--- src/rtl/rgmii_multispeed_adapter.sv ---
// RGMII adapter for 10/100/1000 Mb/s on a single 125 MHz clock: buffered TX serialiser
// with nibble stretching and TXC generation, RX byte reassembly and in-band status decode.
module rgmii_multispeed_adapter #(
    parameter int CLK_DIV_100   = 5,
    parameter int CLK_DIV_10    = 50,
    parameter int TX_FIFO_DEPTH = 16,
    parameter int IBS_FILTER    = 4
) (
    input  logic       clk,
    input  logic       rst_n,
    input  logic [1:0] speed_select,
    input  logic [7:0] tx_data,
    input  logic       tx_valid,
    input  logic       tx_last,
    input  logic       tx_er,
    output logic       tx_ready,
    output logic       tx_underrun,
    output logic [3:0] phy_txd_r,
    output logic [3:0] phy_txd_f,
    output logic       phy_tx_ctl_r,
    output logic       phy_tx_ctl_f,
    output logic       phy_txc_r,
    output logic       phy_txc_f,
    input  logic [3:0] phy_rxd_r,
    input  logic [3:0] phy_rxd_f,
    input  logic       phy_rx_ctl_r,
    input  logic       phy_rx_ctl_f,
    input  logic       phy_rx_sample,
    output logic [7:0] rx_data,
    output logic       rx_valid,
    output logic       rx_er,
    output logic       rx_last,
    output logic       link_up,
    output logic [1:0] link_speed,
    output logic       link_duplex
);
    localparam int AW   = $clog2(TX_FIFO_DEPTH);
    localparam int DMAX = (CLK_DIV_10 > CLK_DIV_100) ? CLK_DIV_10 : CLK_DIV_100;
    localparam int CW   = $clog2(DMAX + 1);
    localparam int FW   = $clog2(IBS_FILTER + 1);
    localparam logic [AW:0] FULL_CNT = (AW+1)'(TX_FIFO_DEPTH);
    localparam logic [AW:0] HALF_CNT = (AW+1)'(TX_FIFO_DEPTH / 2);

    typedef struct packed {
        logic       last;
        logic       er;
        logic [7:0] data;
    } tx_ent_t;

    typedef enum logic [1:0] {S_IDLE, S_SEND, S_UNDER, S_ABORT} tx_state_t;

    tx_state_t     state, state_nxt;
    logic [1:0]    spd;
    logic          gig;
    logic [CW-1:0] div, half, cnt;
    logic          tick;
    logic          rx_in_frame;

    assign gig  = spd[1];
    assign div  = (spd == 2'b01) ? CW'(CLK_DIV_100) : CW'(CLK_DIV_10);
    assign half = div >> 1;
    assign tick = (cnt == '0);

    // Speed only switches when neither direction is mid-frame.
    always_ff @(posedge clk or negedge rst_n) begin
        if (!rst_n)
            spd <= 2'b00;
        else if (state == S_IDLE && !rx_in_frame)
            spd <= speed_select;
    end

    always_ff @(posedge clk or negedge rst_n) begin
        if (!rst_n)
            cnt <= '0;
        else if (gig || cnt >= div - CW'(1))
            cnt <= '0;
        else
            cnt <= cnt + CW'(1);
    end

    always_ff @(posedge clk or negedge rst_n) begin
        if (!rst_n) begin
            phy_txc_r <= 1'b0;
            phy_txc_f <= 1'b0;
        end else begin
            phy_txc_r <= gig ? 1'b1 : (cnt < half);
            phy_txc_f <= gig ? 1'b0 : (cnt < half);
        end
    end

    // ---------------- TX FIFO ----------------
    tx_ent_t     mem [TX_FIFO_DEPTH];
    tx_ent_t     rd_ent;
    logic [AW:0] wr_ptr, rd_ptr, count, frames;
    logic        push, pop, empty;

    assign count    = wr_ptr - rd_ptr;
    assign empty    = (count == '0);
    assign tx_ready = (count != FULL_CNT);
    assign push     = tx_valid && tx_ready;
    assign rd_ent   = mem[rd_ptr[AW-1:0]];

    always_ff @(posedge clk) begin
        if (push)
            mem[wr_ptr[AW-1:0]] <= {tx_last, tx_er, tx_data};
    end

    always_ff @(posedge clk or negedge rst_n) begin
        if (!rst_n) begin
            wr_ptr <= '0;
            rd_ptr <= '0;
            frames <= '0;
        end else begin
            if (push)
                wr_ptr <= wr_ptr + (AW+1)'(1);
            if (pop)
                rd_ptr <= rd_ptr + (AW+1)'(1);
            frames <= frames + (AW+1)'(push && tx_last) - (AW+1)'(pop && rd_ent.last);
        end
    end

    // ---------------- TX FSM ----------------
    tx_ent_t    cur, cur_nxt;
    logic       hi, hi_nxt, ur;
    logic [3:0] txd_r_nxt, txd_f_nxt;
    logic       ctl_r_nxt, ctl_f_nxt;

    always_ff @(posedge clk or negedge rst_n) begin
        if (!rst_n)
            state <= S_IDLE;
        else
            state <= state_nxt;
    end

    always_comb begin
        state_nxt = state;
        case (state)
            S_IDLE:  if (frames != '0 || count >= HALF_CNT) state_nxt = S_SEND;
            S_SEND: begin
                if (gig) begin
                    if (empty)             state_nxt = S_ABORT;
                    else if (rd_ent.last)  state_nxt = S_IDLE;
                end else if (tick && !hi) begin
                    if (cur.last)          state_nxt = S_IDLE;
                    else if (empty)        state_nxt = S_UNDER;
                end
            end
            S_UNDER: if (tick && !hi) state_nxt = S_ABORT;
            S_ABORT: if (!empty && rd_ent.last) state_nxt = S_IDLE;
            default: state_nxt = S_IDLE;
        endcase
    end

    // hi marks that the next nibble period carries the high nibble of cur.
    always_comb begin
        pop       = 1'b0;
        ur        = 1'b0;
        txd_r_nxt = phy_txd_r;
        txd_f_nxt = phy_txd_f;
        ctl_r_nxt = phy_tx_ctl_r;
        ctl_f_nxt = phy_tx_ctl_f;
        cur_nxt   = cur;
        hi_nxt    = hi;
        case (state)
            S_IDLE: begin
                {txd_r_nxt, txd_f_nxt, ctl_r_nxt, ctl_f_nxt} = '0;
                cur_nxt = '0;
                hi_nxt  = 1'b0;
            end
            S_SEND: begin
                if (gig) begin
                    if (!empty) begin
                        pop       = 1'b1;
                        txd_r_nxt = rd_ent.data[3:0];
                        txd_f_nxt = rd_ent.data[7:4];
                        ctl_r_nxt = 1'b1;
                        ctl_f_nxt = !rd_ent.er;
                    end else begin
                        ur = 1'b1;
                        {txd_r_nxt, txd_f_nxt} = '0;
                        ctl_r_nxt = 1'b1;
                        ctl_f_nxt = 1'b0;
                    end
                end else if (tick) begin
                    if (hi) begin
                        txd_r_nxt = cur.data[7:4];
                        txd_f_nxt = cur.data[7:4];
                        ctl_r_nxt = 1'b1;
                        ctl_f_nxt = !cur.er;
                        hi_nxt    = 1'b0;
                    end else if (cur.last) begin
                        {txd_r_nxt, txd_f_nxt, ctl_r_nxt, ctl_f_nxt} = '0;
                    end else if (!empty) begin
                        pop       = 1'b1;
                        cur_nxt   = rd_ent;
                        txd_r_nxt = rd_ent.data[3:0];
                        txd_f_nxt = rd_ent.data[3:0];
                        ctl_r_nxt = 1'b1;
                        ctl_f_nxt = !rd_ent.er;
                        hi_nxt    = 1'b1;
                    end else begin
                        ur = 1'b1;
                        {txd_r_nxt, txd_f_nxt} = '0;
                        ctl_r_nxt = 1'b1;
                        ctl_f_nxt = 1'b0;
                        hi_nxt    = 1'b1;
                    end
                end
            end
            S_UNDER: begin
                // Hold the error symbol for both nibble periods of the byte.
                if (tick) begin
                    hi_nxt = 1'b0;
                    if (!hi)
                        {txd_r_nxt, txd_f_nxt, ctl_r_nxt, ctl_f_nxt} = '0;
                end
            end
            S_ABORT: begin
                {txd_r_nxt, txd_f_nxt, ctl_r_nxt, ctl_f_nxt} = '0;
                pop = !empty;
            end
            default: {txd_r_nxt, txd_f_nxt, ctl_r_nxt, ctl_f_nxt} = '0;
        endcase
    end

    always_ff @(posedge clk or negedge rst_n) begin
        if (!rst_n) begin
            phy_txd_r    <= '0;
            phy_txd_f    <= '0;
            phy_tx_ctl_r <= 1'b0;
            phy_tx_ctl_f <= 1'b0;
            tx_underrun  <= 1'b0;
            cur          <= '0;
            hi           <= 1'b0;
        end else begin
            phy_txd_r    <= txd_r_nxt;
            phy_txd_f    <= txd_f_nxt;
            phy_tx_ctl_r <= ctl_r_nxt;
            phy_tx_ctl_f <= ctl_f_nxt;
            tx_underrun  <= ur;
            cur          <= cur_nxt;
            hi           <= hi_nxt;
        end
    end

    // ---------------- RX assembly ----------------
    logic       dv, ser;
    logic       nib_vld, nib_er, hold_vld, hold_er;
    logic [3:0] nib_lo;
    logic [7:0] hold_data, byte_nxt;
    logic       byte_done, byte_er;

    assign dv  = phy_rx_ctl_r;
    assign ser = phy_rx_ctl_r ^ phy_rx_ctl_f;

    always_comb begin
        byte_done = 1'b0;
        byte_nxt  = {phy_rxd_f, phy_rxd_r};
        byte_er   = ser;
        if (phy_rx_sample && dv) begin
            if (gig) begin
                byte_done = 1'b1;
            end else if (nib_vld) begin
                byte_done = 1'b1;
                byte_nxt  = {phy_rxd_r, nib_lo};
                byte_er   = nib_er | ser;
            end
        end
    end

    // The held byte is only known to be final once DV drops.
    always_ff @(posedge clk or negedge rst_n) begin
        if (!rst_n) begin
            rx_in_frame <= 1'b0;
            nib_vld     <= 1'b0;
            nib_er      <= 1'b0;
            nib_lo      <= '0;
            hold_vld    <= 1'b0;
            hold_er     <= 1'b0;
            hold_data   <= '0;
            rx_valid    <= 1'b0;
            rx_data     <= '0;
            rx_er       <= 1'b0;
            rx_last     <= 1'b0;
        end else begin
            rx_valid <= 1'b0;
            if (phy_rx_sample && dv) begin
                rx_in_frame <= 1'b1;
                if (!gig && !nib_vld) begin
                    nib_lo  <= phy_rxd_r;
                    nib_er  <= ser;
                    nib_vld <= 1'b1;
                end
                if (byte_done) begin
                    nib_vld   <= 1'b0;
                    hold_data <= byte_nxt;
                    hold_er   <= byte_er;
                    hold_vld  <= 1'b1;
                    if (hold_vld) begin
                        rx_valid <= 1'b1;
                        rx_data  <= hold_data;
                        rx_er    <= hold_er;
                        rx_last  <= 1'b0;
                    end
                end
            end else if (phy_rx_sample && rx_in_frame) begin
                rx_in_frame <= 1'b0;
                nib_vld     <= 1'b0;
                hold_vld    <= 1'b0;
                if (hold_vld) begin
                    rx_valid <= 1'b1;
                    rx_data  <= hold_data;
                    rx_er    <= hold_er | nib_vld;
                    rx_last  <= 1'b1;
                end
            end
        end
    end

    // ---------------- In-band status ----------------
    logic [3:0]    ibs_cand;
    logic [FW-1:0] ibs_cnt, ibs_cnt_nxt;

    always_comb begin
        if (phy_rxd_r != ibs_cand)
            ibs_cnt_nxt = FW'(1);
        else if (ibs_cnt >= FW'(IBS_FILTER))
            ibs_cnt_nxt = ibs_cnt;
        else
            ibs_cnt_nxt = ibs_cnt + FW'(1);
    end

    always_ff @(posedge clk or negedge rst_n) begin
        if (!rst_n) begin
            ibs_cand    <= '0;
            ibs_cnt     <= '0;
            link_up     <= 1'b0;
            link_speed  <= 2'b00;
            link_duplex <= 1'b0;
        end else if (phy_rx_sample && !phy_rx_ctl_r && !phy_rx_ctl_f) begin
            ibs_cand <= phy_rxd_r;
            ibs_cnt  <= ibs_cnt_nxt;
            if (ibs_cnt_nxt >= FW'(IBS_FILTER)) begin
                link_up     <= phy_rxd_r[0];
                link_speed  <= phy_rxd_r[2:1];
                link_duplex <= phy_rxd_r[3];
            end
        end
    end
endmodule
--- config.mk ---
export PLATFORM = sky130hd
export DESIGN_NAME = rgmii_multispeed_adapter
export DESIGN_NICKNAME = d
export VERILOG_FILES = /design/src/rtl/rgmii_multispeed_adapter.sv
export SDC_FILE = /design/constraint.sdc
export NUM_CORES = 1
export LEC_CHECK = 0
export CAP_MARGIN = 15
export CORE_ASPECT_RATIO = 0.75
export CORE_UTILIZATION = 45
export DETAILED_ROUTE_END_ITERATION = 8
export PLACE_DENSITY = 0.65
export REMOVE_ABC_BUFFERS = 1
export SYNTH_ARGS = -nofsm -noshare
export SYNTH_HDL_FRONTEND = slang
export SYNTH_SLANG_ARGS = --single-unit
--- constraint.sdc ---
create_clock -name clk -period 8.4 [get_ports clk]
set_input_delay 1.26 -clock clk [delete_from_list [all_inputs] [get_ports clk]]
set_output_delay 1.26 -clock clk [all_outputs]
set_load 0.05 [all_outputs]
== After elaboration in Yosys (flattened, before gate mapping) ==
Memory sizes are Yosys's and may differ from the RTL's.
Index checks and enable logic that the tools add are counted.
Cells by class
  add/sub/neg operators: 8
  order comparisons: 5
  equal/unequal tests: 22
  multiplexer cells: 97
  bitwise operators: 3
  reductions and logical operators: 41
Operators by type and width (number)
  $mux 1: 56
  $mux 10: 5
  $mux 8: 6
  $mux 4: 9
  $pmux 4 s3: 2
  $ne 2x2->1 const B: 10
  $pmux 10 s2: 1
  $mux 2: 9
  $mux 6: 2
  $reduce_and 6->1: 2
  $logic_and 1x1->1: 11
  $add 5x1->5 const B: 2
  $reduce_and 2->1: 5
  $logic_not 1->1: 9
  $pmux 1 s3: 3
  $ne 4x4->1 const B: 2
  $pmux 2 s4: 1
  $reduce_and 4->1: 2
  $add 6x1->6 const B: 1
  $ge 3x3->1 const B: 2
  $ge 6x6->1: 1
  $logic_not 6->1: 1
  $lt 6x5->1: 1
  $mux 3: 2
  other kinds (24): 31
Word-level totals
  register bits after elaboration: 88
  bits in writable memories: 160
  input bits: 26
  output and inout bits: 29
  memories: 1
Memory list
  mem: depth 16, bits a word 10, rd ports 1, clocked after Yosys merged registers in 0, write ports 1, RTL line 92  | tx_ent_t mem [TX_FIFO_DEPTH];

== Depth between registers and ports, before layout ==
Gate-level depths: netlist of the first run.
  depth after elaboration: 10
  gate-level depth with buffers: 20

== Worst setup path after synthesis of the first run ==
OpenSTA, ideal clock, no wires.
  kind: register to register
  start point: reg rd_ptr[2]
  end point: reg frames[4]
  arrival time: 3.833 ns
  required time: 8.275 ns
  setup slack: 4.442 ns
  stages on the path, launching flop included: 19
  path buffers: 2
  cells stage by stage: dfrtp_1 > clkbuf_1 > buf_2 > clkinv_1 > ha_1 > and3b_1 > o211a_1 > o2111ai_2 > nand3_1 > ha_1 > inv_1 > ha_1 > inv_1 > fa_1 > inv_1 > a21oi_1 > nor2_1 > nor2_1 > xnor2_1
On the way
  elaborated cells on any way between the ends: 16
RTL lines
  start, declared: RTL line 94  | logic [AW:0] wr_ptr, rd_ptr, count, frames;
  start signal, assigned: RTL line 117  | rd_ptr <= rd_ptr + (AW+1)'(1);
  $sub 5x5->5: RTL line 97  | assign count = wr_ptr - rd_ptr;
  $ne 5x5->1: RTL line 99  | assign tx_ready = (count != FULL_CNT);
  via tx_ready: RTL line 16  | output logic tx_ready,
  $logic_and 1x1->1: RTL line 100  | assign push = tx_valid && tx_ready;
  $logic_and 1x1->1: RTL line 118  | frames <= frames + (AW+1)'(push && tx_last) - (AW+1)'(pop && rd_ent.last);
  $add 5x1->5: RTL line 118
  $sub 5x1->5: RTL line 118
  end signal, assigned: RTL line 118
  end, declared: RTL line 94
The timed path passes the listed nets, and every way through them passes these cells.
A chain may end at the register's enable or synchronous reset.

== Worst setup path after layout of the first run ==
  start point: reg rd_ptr[3]
  end point: out tx_ready
On the way
  word-level cells in the longest chain between the ends: 2
Ends and longest elaborated chain (RTL line)
  $sub 5x5->5: 97
  $ne 5x5->1: 99
  end, declared: 16
Every way passes these cells.

==> metrics.csv, run 1 <==
metric,value,unit
path_buf_inv,2,
synth_top_flop_cell,edfxtp_1,
ant_nets,0,
synth_xor_area_share,2.13,%
ys_warn_count,0,
port-buffer-count,54,
via_per_inst,5.63,
synthArstFlopShare,34.4,%
antenna_found_initial,0,
synth_most_common_cell,edfxtp_1,
synth_top_family_by_area,multiplexers,
synth.top_cells.by_area,"edfxtp_1, dfrtp_1, mux4_2, ha_1, mux2_2",
ys_types,68,
post_cts_buffers,0,
clk_pin_slew,0.06,ns
ys_ff_latch,244,
crit_path_cell_trace,"clkinv_1, ha_1, xor3_1, nor4_1, o2111ai_2, clkdlybuf4s50_1",
placed_cell_area,0.0114,sq mm
cellLeakagePower,4.50,nW
status,"finished, final reports clean",
finalSetupViolations,0,
muxShareOfSynthArea,11.5,%
grt_max_degree,73,
dr.pass1.iters,4,
grt_setup_unrepaired,false,
die_x,179,microns
synthAdderAreaFrac,3.15,%
overflow,0,
cts_buffer_depth,3,
die-height,135,microns
syn_area,0.0106,sq mm
max_freq,205,MHz
cts_tree,yes,
crit_fanout,15,
drive_gt1_share,16.6,%
ys_top_cells_by_count,"edfxtp_1, dfrtp_1, nand2_1, nor2_1, mux4_2",
worst_pin_slew,1.17,ns
initial_core_util,46.0,%
crit_required,7.14,ns
relSlewSlack,21.6,%
synth.avg_cell_area,15.1,sq um
cts_root_buf,clkbuf_16,
crit_type,reg -> out,
grt_pass1_wl,34600,microns
irDropWorstVdd,211,uV
clock-sinks,244,
setup_tns,0,ns
area_growth,14.6,%
maxSlewViolCount,0,
arrival,3.62,ns
vias,6026,
start_kind,flip-flop,
hold_viol,0,
maxCapViolCount,0,
holdWs,0.482,ns
end_kind,output port,
crit_family,buffers and inverters,
crit_slowest_cell,clkdlybuf4s50_1,
cts_hold_buf,0,
fillers,1856,
postRouteWirelength,21700,microns
ys_seq_area_share,65.3,%
synth_edf_count,160,
layout_min_cycle_time,4.88,ns
rows,48,
p_per_area,375,mW/mm^2
io_pins,55,
track_usage,18.8,%
core,0.0230,sq mm
synthCells,701,
synth_top_area_share,45.4,%
drt_iter0_drc,519,
dieArea,0.0241,sq mm
clk_latency,0.51,ns
synthSimpleGateAreaFrac,8.75,%
gp_congestion,0.851,
hold_path.class,reg -> reg,
fin_area,0.0121,sq mm
cts-buffers-inserted,24,
cts_resized,0,
hpwl,14800,microns
wl_per_cell,20.3,microns
num-nets-final,807,
fin_skew,0.00719,ns
synth_compound_area_share,6.65,%
cts_max_level,1,
grt_pass1_vias,6077,
diodes,0,
route.detailed.drc,0,
period_share,58.0,%
max_stage_delay,0.90,ns
synth_top_area_cell,edfxtp_1,
-- stage by stage --
step	setup WS [ns]	utilization [%]	total power, mW	cells
floorplan	3.49	-	3.02	668
global placement	4.19	49.5	3.49	1029
global route	3.42	52.7	4.80	1071
finish	3.52	52.7	4.54	1071
detailed placement	4.03	49.5	3.56	1029
CTS	3.52	52.7	4.56	1071
-- state kept, by name, indices dropped and copies added, names as in the netlist, 2 cells and up, named ones only --
name	cells
nib_lo	4
mem	160
frames	5
cur	6
cnt	6
ibs_cand	4
spd	2
rx_data	8
hold_data	8
link_speed	2
ibs_cnt	3
wr_ptr	5
phy_txd_r	4
rd_ptr	5
phy_txd_f	4
-- where the power goes --
| group | internal [mW] | switching, mW | total [mW] |
|---|---|---|---|
| Clock | 0.568 | 0.436 | 1.00 |
| Sequential | 1.53 | 0.172 | 1.70 |
| Combinational | 0.743 | 1.09 | 1.83 |
-- tightest hold or removal path: cells and delay by family, from the launching register on --
family | cells | cell delay [ns]
flip-flops | 1 | 0.34
AO/OA/AOI/OAI | 1 | 0.05
AND/OR/NAND/NOR | 1 | 0.05
-- cell families (layout without fill, tap and decap cells) --
family                   Yosys count  in the layout
multiplexers                      73             73
AND/OR/NAND/NOR                  181            181
AO/OA/AOI/OAI                     95             95
adder cells (fa/ha/maj)           26             26
XOR/XNOR                          24             24
flip-flops                       244            244
buffers and inverters             58            128
-- placed cells by master, fill, tap and decap left out, types with 8 or more instances in the layout --
cell type,n
a21o_1,8
a21oi_1,10
buf_4,8
clkbuf_16,25
clkdlybuf4s50_1,53
clkinv_1,9
dfrtp_1,83
edfxtp_1,160
ha_1,25
inv_1,23
mux2_2,27
mux2i_1,9
mux4_2,36
nand2_1,71
nand3_1,22
nor2_1,40
nor2b_1,9
o21ai_0,21
o22ai_1,9
o41ai_1,8
xnor2_1,13
xor2_1,10
-- final timing paths --
path,start,endpoint,slack [ns],cells after the start
worst max-delay path,rd_ptr[3],tx_ready,3.52,6
worst min-delay path,phy_txd_r[0],phy_txd_r[0],0.48,2
worst max register to register,rd_ptr[3],frames[4],3.98,17
max in group asynchronous,rst_n,rd_ptr[0],6.63,2
min in group asynchronous,rst_n,phy_txd_f[1],0.58,1
worst min register to register,phy_txd_r[0],phy_txd_r[0],0.48,2
-- cell type report --
type	instances	area, sq um	area share [%]
well taps	300	375	3.10
repair buffers	61	591	4.87
clock inverters	16	104	0.857
multi-input cells	399	3420	28.2
flip-flops and latches	244	6910	57.0
inverters	25	93.8	0.774
clock buffers	26	629	5.19
-- metal layers --
layer	share of wire, %	track usage [%]	vias up
met3	6.2	3.74	26
li1	-	-	2759
met1	48	29.2	3074
met5	0	0	-
met4	1.4	3.63	0
met2	45	27.6	167
Note: power is estimated with default switching activity, not from simulation.
==> inputs of run 2 (changes only) <==
clock period = 4.6 ns   (was 8.4 ns; I/O delays follow)
==> run 2 against run 1 <==
Net effect:
- sequential share of layout area is 0.97 points lower
- clock power is 100% higher
- routed wire length is 1.8% higher
- worst setup slack worse by 2.5 ns
- die area stayed put
- global-route usage is 0.41 points higher
- largest cell class unchanged
- largest power group unchanged
==> metrics.csv, run 2 (synthesized netlist as in run 1, its figures left out) <==
metric,value,unit,change
status,"finished, final reports clean",,
final_cell_mix,"edfxtp_1, dfrtp_1, nand2_1, clkdlybuf4s50_1, nor2_1",,
clk_pin_slew,0.06,ns,about the same
crit_path_cell_trace,"ha_1, and3b_1, nor4b_4, o2111a_1, a31o_4, nor2_1, ha_1, inv_1, ha_1, inv_1, fa_1, inv_1, a21oi_1, nor2_1, nor2_1, xnor2_1",,
vias,6035,,+0.15%
crit_slowest_cell,dfrtp_2,,
end_kind,flip-flop,,
grt_max_degree,46,,-37%
crit_family,adder cells,,
cts-buffers-inserted,25,,+4.2%
area_growth,16.6,%,
relSlewSlack,30.7,%,+9.1 points
arrival,4.00,ns,+0.38 ns
fin_total_pwr,8.54,mW,+88%
grt_setup_unrepaired,false,,
gr-max-usage-layer,met1,,
die-height,135,microns,unchanged
start_kind,flip-flop,,
worst_pin_slew,1.03,ns,-0.140 ns
dp_cells,1045,,+1.6%
holdWs,0.167,ns,-0.315 ns
cts_hold_buf,0,,unchanged
cts_tree,yes,,
port-buffer-count,54,,unchanged
p_per_area,693,mW/mm^2,+85%
overflow,0,,unchanged
fillers,1836,,-1.1%
final_common_cell,edfxtp_1,,
dr.pass1.iters,5,,+1
crit_fanout,16,,+1
hold_path.class,in -> async,,
wl_per_cell,20.3,microns,+0.12%
die_x,179,microns,unchanged
diodes,0,,unchanged
grt_pass1_vias,6057,,-0.33%
clk_latency,0.51,ns,about the same
antenna_found_initial,0,,unchanged
maxCapViolCount,0,,unchanged
via_per_inst,5.54,,-1.5%
track_usage,19.2,%,+0.41 points
maxSlewViolCount,0,,unchanged
route.detailed.drc,0,,unchanged
finalSetupViolations,0,,unchanged
final_cell_count_no_fill,1089,,+1.7%
cellLeakagePower,4.66,nW,+3.5%
grt_pass1_wl,35400,microns,+2.2%
drive_gt1_share,19.0,%,+2.4 points
period_share,78.4,%,
setup_tns,0,ns,unchanged
initial_core_util,46.0,%,unchanged
core,0.0230,sq mm,unchanged
crit_required,4.99,ns,-2.15 ns
path_buf_inv,3,,+1
max_stage_delay,0.69,ns,-0.21 ns
cts_root_buf,clkbuf_16,,
post_cts_buffers,0,,unchanged
hold_viol,0,,unchanged
crit_type,reg -> reg,,
fin_skew,0.00812,ns,+0.000925 ns
layout_min_cycle_time,3.61,ns,
fin_util,53.6,%,+0.91 points
cts_buffer_depth,3,,unchanged
drt_iter0_drc,428,,-18%
cts_resized,0,,unchanged
use_met2,28.0,%,+0.34 points
io_pins,55,,unchanged
hpwl,15100,microns,+2.2%
rows,48,,unchanged
cts_max_level,1,,unchanged
num-nets-final,824,,+2.1%
gp_congestion,0.851,,about the same
irDropWorstVdd,473,uV,+120%
dieArea,0.0241,sq mm,unchanged
postRouteWirelength,22100,microns,+1.8%
max_freq,277,MHz,
met1_usage,30.2,%,+1.0 points
grt_util_met3,3.18,%,-0.56 points
largest_reg_flops,160,,unchanged
clock-sinks,244,,unchanged
ant_nets,0,,unchanged
[run 2: layer usage]
metal  wire length [microns]  vias to the layer above
li1                        -                     2784
met1                   10700                     3065
met2                    9870                      156
met3                    1180                       30
met4                     372                        0
met5                       0                        -
[run 2: final timing paths]
kind | from | endpoint | slack, ns | cells past startpoint
max | rd_ptr[0] | frames[4] | 0.99 | 16
min | rst_n | cnt[3] | 0.17 | 1
max reg2reg | rd_ptr[0] | frames[4] | 0.99 | 16
min reg2reg | phy_tx_ctl_r | phy_tx_ctl_r | 0.48 | 1
max in group asynchronous | rst_n | cnt[1] | 3.44 | 2
min in group clk | phy_tx_ctl_r | phy_tx_ctl_r | 0.48 | 1
[run 2: power breakdown]
group	switching (mW)	internal [mW]
Combinational	1.99	1.39
Clock	0.806	1.24
Sequential	0.323	2.79
Total	3.12	5.43
[run 2: stage by stage]
step / setup slack (ns) / cell area [sq um]
6_report: 0.993 / 12300
5_1_grt: 0.684 / 12300
4_1_cts: 0.956 / 12300
3_5_place_dp: 0.982 / 11500
3_3_place_gp: 1.09 / 11500
2_1_floorplan: -0.315 / 10400
[run 2: cell type report]
type / count / area, sq um / area share [%]
multi-input cells: 399 / 3410 / 27.6
clock buffers: 31 / 697 / 5.65
inverters: 25 / 93.8 / 0.761
clock inverters: 13 / 139 / 1.13
flip-flops and latches: 244 / 6910 / 56.0
well taps: 300 / 375 / 3.05
repair buffers: 77 / 708 / 5.75
[run 2: worst register-to-register path: stages (launching register included)]
cell and delay, ns:
dfrtp_2 0.69, ha_1 0.28, and3b_1 0.24, nor4b_4 0.42, o2111a_1 0.30, a31o_4 0.14, nor2_1 0.05, ha_1 0.30
inv_1 0.06, ha_1 0.15, inv_1 0.06, fa_1 0.41, inv_1 0.07, a21oi_1 0.06, nor2_1 0.08, nor2_1 0.05
xnor2_1 0.11
